$ cat src/rtl/pulse_stretcher.sv
// pulse_stretcher: turns single-cycle event pulses into fixed-width LED flashes.
// Each flash lasts ON_COUNT cycles and is followed by a forced GAP_COUNT-cycle
// low period. Events arriving while busy are counted in a saturating pending
// counter and replayed back to back. Dropped events raise a one-cycle overflow.
module pulse_stretcher #(
   parameter int unsigned ON_COUNT  = 4095,
   parameter int unsigned GAP_COUNT = 2047,
   parameter int unsigned PEND_W    = 3
) (
   input  logic              clock,
   input  logic              reset,
   input  logic              pulse_in,
   output logic              led_out,
   output logic              busy,
   output logic [PEND_W-1:0] pending,
   output logic              overflow
);

   typedef enum logic [1:0] {
      ST_IDLE,
      ST_ON,
      ST_GAP
   } state_e;

   // Counters hold "cycles remaining minus one", so a phase ends when the
   // counter reads zero and the next phase is loaded at that same edge.
   localparam logic [11:0]       ON_RELOAD  = 12'(ON_COUNT - 1);
   localparam logic [11:0]       GAP_RELOAD = 12'(GAP_COUNT - 1);
   localparam logic [PEND_W-1:0] PEND_MAX   = '1;
   localparam logic [PEND_W-1:0] PEND_ONE   = PEND_W'(1);

   state_e            state_q, state_d;
   logic [11:0]       cnt_q, cnt_d;
   logic [PEND_W-1:0] pend_q, pend_d;
   logic              led_q, led_d;
   logic              busy_q, busy_d;
   logic              ovf_q, ovf_d;

   logic              cnt_zero;
   logic              inc;
   logic              dec;

   assign cnt_zero = (cnt_q == 12'd0);
   // Every high cycle of pulse_in while busy is a new event to be queued,
   // including the last gap cycle, where it may cancel against the replay.
   assign inc      = pulse_in && (state_q != ST_IDLE);

   // Phase sequencing: IDLE -> ON -> GAP -> (ON again if work is queued | IDLE).
   always_comb begin
      // NOTE: every signal assigned in this block gets a default first, so no
      // path leaves it unassigned and no latch is inferred.
      state_d = state_q;
      cnt_d   = cnt_q;
      dec     = 1'b0;

      case (state_q)
         ST_IDLE: begin
            if (pulse_in) begin
               state_d = ST_ON;
               cnt_d   = ON_RELOAD;
            end
         end

         ST_ON: begin
            if (cnt_zero) begin
               state_d = ST_GAP;
               cnt_d   = GAP_RELOAD;
            end else begin
               cnt_d = cnt_q - 12'd1;
            end
         end

         ST_GAP: begin
            if (cnt_zero) begin
               if ((pend_q != '0) || pulse_in) begin
                  // Replay one event; a pulse on this very cycle is served
                  // directly when nothing is queued (inc and dec cancel).
                  state_d = ST_ON;
                  cnt_d   = ON_RELOAD;
                  dec     = 1'b1;
               end else begin
                  state_d = ST_IDLE;
               end
            end else begin
               cnt_d = cnt_q - 12'd1;
            end
         end

         default: begin
            state_d = ST_IDLE;
            cnt_d   = 12'd0;
         end
      endcase
   end

   // Pending-event bookkeeping: saturating up/down counter with drop detection.
   always_comb begin
      pend_d = pend_q;
      ovf_d  = 1'b0;

      case ({inc, dec})
         2'b10: begin
            if (pend_q == PEND_MAX) begin
               ovf_d = 1'b1;
            end else begin
               pend_d = pend_q + PEND_ONE;
            end
         end
         2'b01:   pend_d = pend_q - PEND_ONE;
         default: pend_d = pend_q;
      endcase
   end

   // Outputs are decoded from the next state so they come straight off flops.
   always_comb begin
      led_d  = (state_d == ST_ON);
      busy_d = (state_d != ST_IDLE);
   end

   // State register; an asserted reset abandons any flash and queued events.
   always_ff @(posedge clock or negedge reset) begin
      if (!reset) begin
         state_q <= ST_IDLE;
         cnt_q   <= 12'd0;
         pend_q  <= '0;
         led_q   <= 1'b0;
         busy_q  <= 1'b0;
         ovf_q   <= 1'b0;
      end else begin
         // NOTE: non-blocking assignments here so every flop samples the
         // values computed from the previous state, independent of order.
         state_q <= state_d;
         cnt_q   <= cnt_d;
         pend_q  <= pend_d;
         led_q   <= led_d;
         busy_q  <= busy_d;
         ovf_q   <= ovf_d;
      end
   end

   assign led_out  = led_q;
   assign busy     = busy_q;
   assign pending  = pend_q;
   assign overflow = ovf_q;

endmodule

$ cat config.mk
export PLATFORM = sky130hd
export DESIGN_NAME = pulse_stretcher
export DESIGN_NICKNAME = d
export VERILOG_FILES = /design/src/rtl/pulse_stretcher.sv
export SDC_FILE = /design/constraint.sdc
export NUM_CORES = 1
export LEC_CHECK = 0
export ABC_AREA = 1
export CAP_MARGIN = 20
export CORE_MARGIN = 3
export CORE_UTILIZATION = 56
export DETAILED_ROUTE_END_ITERATION = 10
export DONT_BUFFER_PORTS = 1
export PLACE_DENSITY = 0.74
export SLEW_MARGIN = 0
export SYNTH_ARGS = -nofsm -noshare
export SYNTH_HDL_FRONTEND = slang
export SYNTH_SLANG_ARGS = --single-unit
export TNS_END_PERCENT = 5
$ cat constraint.sdc
create_clock -name clock -period 1.9 [get_ports clock]
set_input_delay 0.38 -clock clock [delete_from_list [all_inputs] [get_ports clock]]
set_output_delay 0.38 -clock clock [all_outputs]
set_load 0.05 [all_outputs]
==> summary.md, run 1 <==
| Metric | Value |
|---|---|
| Num CTS Buffers | 3 |
| GRT Total Usage | 20.55% |
| Crit path from | cnt_q[7] |
| Ports | 9 |
| Hold Vio Cnt, Final | 0 |
| Die Width | roughly 54 um |
| Leakage power | 0.7343 nW |
| Final Util | 72.24% |
| Power density cells | 806.4 mW/mm2 |
| First drt pass iteration count | 4 |
| Crit path kind | flop to flop |
| Fin. max-slew vios | 0 |
| Biggest cell delay along the critical path | ~0.44 ns |
| Top delay family on crit path | simple AND/OR/NAND/NOR gates |
| Fin crit share | between 90% and 100% |
| Top post-synthesis cells by area | dfrtp_1, nand2_1, inv_1 |
| Register area share after synthesis | a little under two fifths |
| Clk buf depth | 2 |
| Final WL | 2.658 mm |
| Largest net degree at the start of global routing | 21 |
| Synth unique cells | 25 |
| # DRC | 0 |
| Critical Path AT | a little under 2 ns |
| Worst hold path class | input port to flop |
| R2R setup slack | 0.13 ns |
| Post-synth net total | ~180 |
| Setup_tns | 0 ns |
| Row cnt | 16 |
| RSZ-0062 raised after global routing | true |
| Post-synthesis cell area | ~0.0013 mm2 |
| Clk_lat worst skew | 0.31 ns |
| Worst Path Required | 2.10 ns |
| Final instance area | 0.001504 mm2 |
| Worst path slowest cell | dfrtp_1 |
| Total Nets Final | 193 |
| Synth async-reset ratio | 100.0% |
| Core area | 0.002082 mm2 |
| Antenna cells | 0 |
| CP Capture Type | flop |
| Slew Limit Headroom | 38.08% |
| Reg-to-reg endpoint | pending[2] |
| Post-synth EDFFs | 0 |
| Final setup viols | 0 |
| Worst reg2reg path depth | 11 |
| CP Depth | 11 |
| Clock Sinks | 20 |
| Max Cap Viol | 0 |
| Most common cell in the netlist | nand2_1 |
| Worst Path Buf+Inv | 1 |
| Drt via density | just over 5 |
| Routed vias | 1091 |
| Fin crit period | about 1.8 ns |
| Initial antenna violation count | 0 |
| TritonCTS clock tree | built |
| First-pass GRT wire length | between 4 and 5 mm |
| HPWL Detailed | 1.980 mm |
| Critical path's most frequent cell | nand2_1 |
| Clock Pin Slew Worst Setup and Hold Paths | 0.12 ns |
| Worst-path fanout max | 3 |
| Full die area | 0.002953 mm2 |
| 1st-iter DRT viols | 9 |
| Initial core utilization | 62.86% |
| Crit path to | pending[2] |
| CTS H-tree lvls | 1 |
| Crit-path cells | nor2_2, nand3_2, nor2_4, nand3_4, fa_2, inv_2, nand2_1, nand2_1, nand2_1, nand2_1, nand2_1 |
| Vias in the first global route | 1037 |
| Root buffer cell | clkbuf_4 |
| Status | complete, no violations |
| Avg WL per Cell | 12.48 um |
| Routed Antenna Nets | 0 |
| Die Ht | 54.35 um |
| Pwr Total | 1.213 mW |
| Post-synthesis cell count | 173 |
| IO buf count | 0 |
| Setup Skew | 0.01529 ns |
| Area grow syn2layout | 14.91% |
| Startpoint type of the worst setup path | flop |
| Number of synthesized register bits | 20 |
| Synth warn | 0 |
| Dominant synthesized flop cell | dfrtp_1 |
| Share of layout cells above drive strength 1 | 25.81% |
| Worst-margin pin slew | 0.9258 ns |
| Placed cell area | 0.001386 mm2 |
| Area leader, netlist | dfrtp_1 |
| Top cells by count, synth | nand2_1, inv_1, nor2_1 |
| FF-to-FF Start | cnt_q[7] |
| Grt ovf | 0 |
| Maximum vdd drop | roughly 0.95 mV |
| Top cell type's share of synthesized area | between 30% and 40% |
| F_max | 565.4 MHz |
| Syn avg cell area | 7.565 um2 |
| GPL Wtd Cong | between 0.8 and 0.9 |
cells in the final DEF (no fill, tap or decap):
master and count:
a21oi_1 1, a21oi_4 1, buf_4 9, bufinv_16 1, clkbuf_4 3, dfrtp_1 18, dfrtp_2 2, dlygate4sd3_1 1
fa_2 1, ha_1 1, ha_4 1, inv_1 21, inv_2 4, nand2_1 52, nand2_2 6, nand3_1 13
nand3_2 3, nand3_4 2, nand4_1 1, nor2_1 19, nor2_2 3, nor2_4 3, nor2_8 1, nor3_1 1
nor4_1 1, o21ai_0 2, o21ai_1 1, o21ai_2 8, xnor2_1 3, xor2_1 3
cell families (layout without fill, tap and decap cells):
family	after synthesis	count (layout)	share of synthesized area [%]
fa+ha+maj	3	3	3.441
flops	20	20	38.24
xor+xnor	6	6	4.016
buf+inv	26	39	8.031
simple gates	105	105	38.72
compound gates	13	13	7.552
metal layers:
metal  share of wire (%)  up-vias  GRT usage, %
li1                    -      563             -
met1                  47      501         25.47
met2                  47       20         33.67
met3                 3.0        7         2.725
met4                 2.4        0         12.45
met5                   0        -             0
how the worst min path moves through the flow:
stage | to | slack [ns] | startpoint | cells after the start
6_report | led_out | 0.35 | pulse_in | 2
5_1_grt | led_out | 0.35 | pulse_in | 2
4_1_cts | led_out | 0.34 | pulse_in | 2
3_5_place_dp | cnt_q[8] | 0.08 | reset | 0
3_3_place_gp | cnt_q[8] | 0.08 | reset | 0
2_1_floorplan | busy | 0.08 | reset | 0
flip-flops by register name (all words and copies together) (netlist names):
signal and cells:
state_q 2, led_out 1, cnt_q 12, busy 1, pending 3, overflow 1
through the flow:
stage | hold WS [ns] | setup WS (ns) | std cells
detailed placement | 0.08484 | 0.03733 | 206
CTS | 0.3358 | 0.002208 | 211
global route | 0.3504 | -0.02180 | 213
finish | 0.3483 | 0.1313 | 213
global placement | 0.08482 | 0.1386 | 206
floorplan | 0.08441 | 0.02493 | 173
final cells by class:
cell class | count | area (um2)
Multi-Input combinational cell | 127 | 743.2
Clock buffer | 3 | 22.52
Fill cell | 167 | 578.1
Tap cell | 27 | 33.78
Timing Repair Buffer | 10 | 77.57
Inverter | 25 | 93.84
Clock inverter | 1 | 30.03
Sequential cell | 20 | 503.0
report_power, final:
group	internal, mW	total, mW	switching, mW
logic	0.101	0.340	0.239
clock network	0.213	0.351	0.138
registers	0.465	0.522	0.0569
what timing repair did:
action | 4_1_cts | 5_1_grt
setup buffers | 0 | 2
endpoints found under the setup margin | 0 | 1
endpoints found under the hold margin | 20 | 0
gates resized for setup | 0 | 11
hold buffers | 1 | 0
No activity file was read; power rests on OpenSTA's default activity.
==> run 2, diff against run 1 <==
--- a/config.mk
+++ b/config.mk
@@ -11,6 +11,7 @@
 export CORE_UTILIZATION = 56
 export DETAILED_ROUTE_END_ITERATION = 10
 export DONT_BUFFER_PORTS = 1
+export GPL_TIMING_DRIVEN = 0
 export PLACE_DENSITY = 0.74
 export SLEW_MARGIN = 0
 export SYNTH_ARGS = -nofsm -noshare
==> run 2 against run 1 <==
- critical path depth did not move
- sequential power rose by 26%
- via count rose by 1.6%
- critical endpoint unchanged
- largest cell class unchanged
==> summary.md, run 2 (synthesized netlist as in run 1, its figures left out) <==
| Metric | Value |
|---|---|
| Status | complete, no violations (unchanged) |
| NetSw | 0.4173 mW (was 0.4336 mW) |
| Setup ws final | 0.07122 ns (was 0.1313 ns) |
| Placed cell area | 0.001345 mm2 (was 0.001386 mm2) |
| Fin. max-slew vios | 0 (unchanged) |
| Total Nets Final | 191 (was 193) |
| Worst-path fanout max | 4 (was 3) |
| Combinational share of power | 14.7% (was 28.0%) |
| Row cnt | 16 (unchanged) |
| Pwr Total | 1.068 mW (was 1.213 mW) |
| GRT met3 Usage | 5.177% (was 2.725%) |
| # DRC | 0 (unchanged) |
| Setup Skew | 0.003193 ns (was 0.01529 ns) |
| Initial antenna violation count | 0 (unchanged) |
| GR peak layer | met2 (unchanged) |
| P_int | 0.6502 mW (was 0.7791 mW) |
| Crit path kind | flop to flop (unchanged) |
| First-pass GRT wire length | 4.588 mm (was 4.305 mm) |
| 1st-iter DRT viols | 24 (was 9) |
| Ports | 9 (unchanged) |
| Global Route met2 Usage | 34.66% (was 33.67%) |
| Setup_tns | 0 ns (unchanged) |
| Share of layout cells above drive strength 1 | 26.63% (was 25.81%) |
| Final setup viols | 0 (unchanged) |
| Worst hold path class | input port to flop (unchanged) |
| Sequential power share | 61.8% (was 43.0%) |
| Die Ht | 54.35 um (unchanged) |
| Leakage power | 0.7164 nW (was 0.7343 nW) |
| Power density cells | 721.8 mW/mm2 (was 806.4 mW/mm2) |
| Root buffer cell | clkbuf_4 (unchanged) |
| Core area | 0.002082 mm2 (unchanged) |
| Full die area | 0.002953 mm2 (unchanged) |
| Startpoint type of the worst setup path | flop (unchanged) |
| Avg WL per Cell | 12.90 um (was 12.48 um) |
| Critical Path AT | 2.03 ns (was 1.97 ns) |
| Fin crit share | 96.25% (was 93.09%) |
| Worst path slowest cell | dfrtp_1 (unchanged) |
| Met1 Resource Use GR | 28.14% (was 25.47%) |
| CP Capture Type | flop (unchanged) |
| Clk_lat worst skew | 0.30 ns (was 0.31 ns) |
| Clock Pin Slew Worst Setup and Hold Paths | 0.11 ns (was 0.12 ns) |
| Maximum vdd drop | 0.5723 mV (was 0.9516 mV) |
| Critical path's most frequent cell | nand2_1 (unchanged) |
| Switching portion of total power | 39.09% (was 35.75%) |
| Final instance area | 0.001479 mm2 (was 0.001504 mm2) |
| IO buf count | 0 (unchanged) |
| Clk pwr share | 23.5% (was 29.0%) |
| Routed Antenna Nets | 0 (unchanged) |
| Hold Vio Cnt, Final | 0 (unchanged) |
| GRT Total Usage | 21.40% (was 20.55%) |
| Routed vias | 1108 (was 1091) |
| Initial core utilization | 62.86% (unchanged) |
| Vias in the first global route | 1043 (was 1037) |
| Largest net degree at the start of global routing | 21 (unchanged) |
| Antenna cells | 0 (unchanged) |
| Slew Limit Headroom | 38.75% (was 38.08%) |
| CTS H-tree lvls | 1 (unchanged) |
| Max Cap Viol | 0 (unchanged) |
| Largest Register | cnt_q (unchanged) |
| Leading cell type in the layout, fill and taps excluded | nand2_1 (unchanged) |
| Top delay family on crit path | simple AND/OR/NAND/NOR gates (unchanged) |
| Worst Path Required | 2.11 ns (was 2.10 ns) |
| Drt via density | 5.251 (was 5.122) |
| Max reg flops | 12 (unchanged) |
| Worst-margin pin slew | 0.9157 ns (was 0.9258 ns) |
| Worst Path Buf+Inv | 1 (unchanged) |
| F_max | 546.8 MHz (was 565.4 MHz) |
| TritonCTS clock tree | built (unchanged) |
| Die Width | 54.35 um (unchanged) |
| First drt pass iteration count | 4 (unchanged) |
| Num CTS Buffers | 3 (unchanged) |
| Final WL | 2.722 mm (was 2.658 mm) |
| Biggest cell delay along the critical path | 0.45 ns (was 0.44 ns) |
| Fin crit period | 1.829 ns (was 1.769 ns) |
| HPWL Detailed | 1.898 mm (was 1.980 mm) |
| Final-layout fill cell count | 160 (was 167) |
| Most frequent cells in the layout | nand2_1, inv_1, nor2_1, dfrtp_1, nand3_1 (unchanged) |
| GPL Wtd Cong | 0.8248 (was 0.8395) |
| Crit-path cells | nor2_2, nand3_2, nor2_4, nand3_4, fa_2, inv_1, nand2_1, nand2_2, nand2_1, nand2_1, nand2_1 (was nor2_2, nand3_2, nor2_4, nand3_4, fa_2, inv_2, nand2_1, nand2_1, nand2_1, nand2_1, nand2_1) |
| Clock Sinks | 20 (unchanged) |
| DP Worst Slack | -0.1336 ns (was 0.03733 ns) |
| Area grow syn2layout | 13.00% (was 14.91%) |
| Clk buf depth | 2 (unchanged) |
| Grt ovf | 0 (unchanged) |
run 2: path summary, 6_finish.rpt:
| path | from | end | slack, ns | cells after the start |
|---|---|---|---|---|
| max | cnt_q[2] | pending[2] | 0.07 | 11 |
| max reg2reg | cnt_q[2] | pending[2] | 0.07 | 11 |
| min | pulse_in | led_out | 0.34 | 2 |
| min in group asynchronous | reset | pending[0] | 0.64 | 1 |
| min reg2reg | cnt_q[0] | cnt_q[0] | 0.55 | 2 |
| max in group asynchronous | reset | pending[0] | 0.60 | 1 |
run 2: power groups by stage:
stage	combinational [mW]	clock (mW)	sequential [mW]
6_report	0.157	0.251	0.660
5_1_grt	0.184	0.284	0.667
4_1_cts	0.146	0.257	0.649
3_5_place_dp	0.136	0	0.656
3_3_place_gp	0.124	0	0.652
2_1_floorplan	0.117	0	0.637
run 2: per-layer routing:
metal  share of wire [%]  up-vias
met4                0.29        0
met2                  50       16
met1                  46      524
met3                 3.4        2
met5                   0        -
li1                    -      566
run 2: what timing repair did:
action	in CTS	in global routing
buffers inserted	2	4
hold endpoints to repair	20	0
cloned	0	0
pin swaps	2	2
gates resized for setup	2	12
setup endpoints to repair	2	2
hold buffers	1	0
run 2: per-stage QoR:
stage	hold WS (ns)	util, %	instances
6_report	0.3430	71.03	211
4_1_cts	0.3381	67.61	207
3_5_place_dp	0.08484	64.60	200
2_1_floorplan	0.08441	-	173
5_1_grt	0.3314	71.03	211
3_3_place_gp	0.08483	64.60	200
run 2: final cells by class:
cell class	count	area [um2]	area share (%)
Tap cell	27	33.78	2.284
Clock buffer	4	36.28	2.453
Sequential cell	20	508.0	34.35
Multi-Input combinational cell	127	740.7	50.08
Inverter	25	93.84	6.345
Timing Repair Buffer	7	55.05	3.723
Buffer	1	11.26	0.7614
run 2: worst register-to-register path: stages, from the launching register on:
cell and delay, ns:
dfrtp_1 0.45, nor2_2 0.22, nand3_2 0.13, nor2_4 0.15
nand3_4 0.09, fa_2 0.35, inv_1 0.06, nand2_1 0.06
nand2_2 0.07, nand2_1 0.05, nand2_1 0.05, nand2_1 0.06
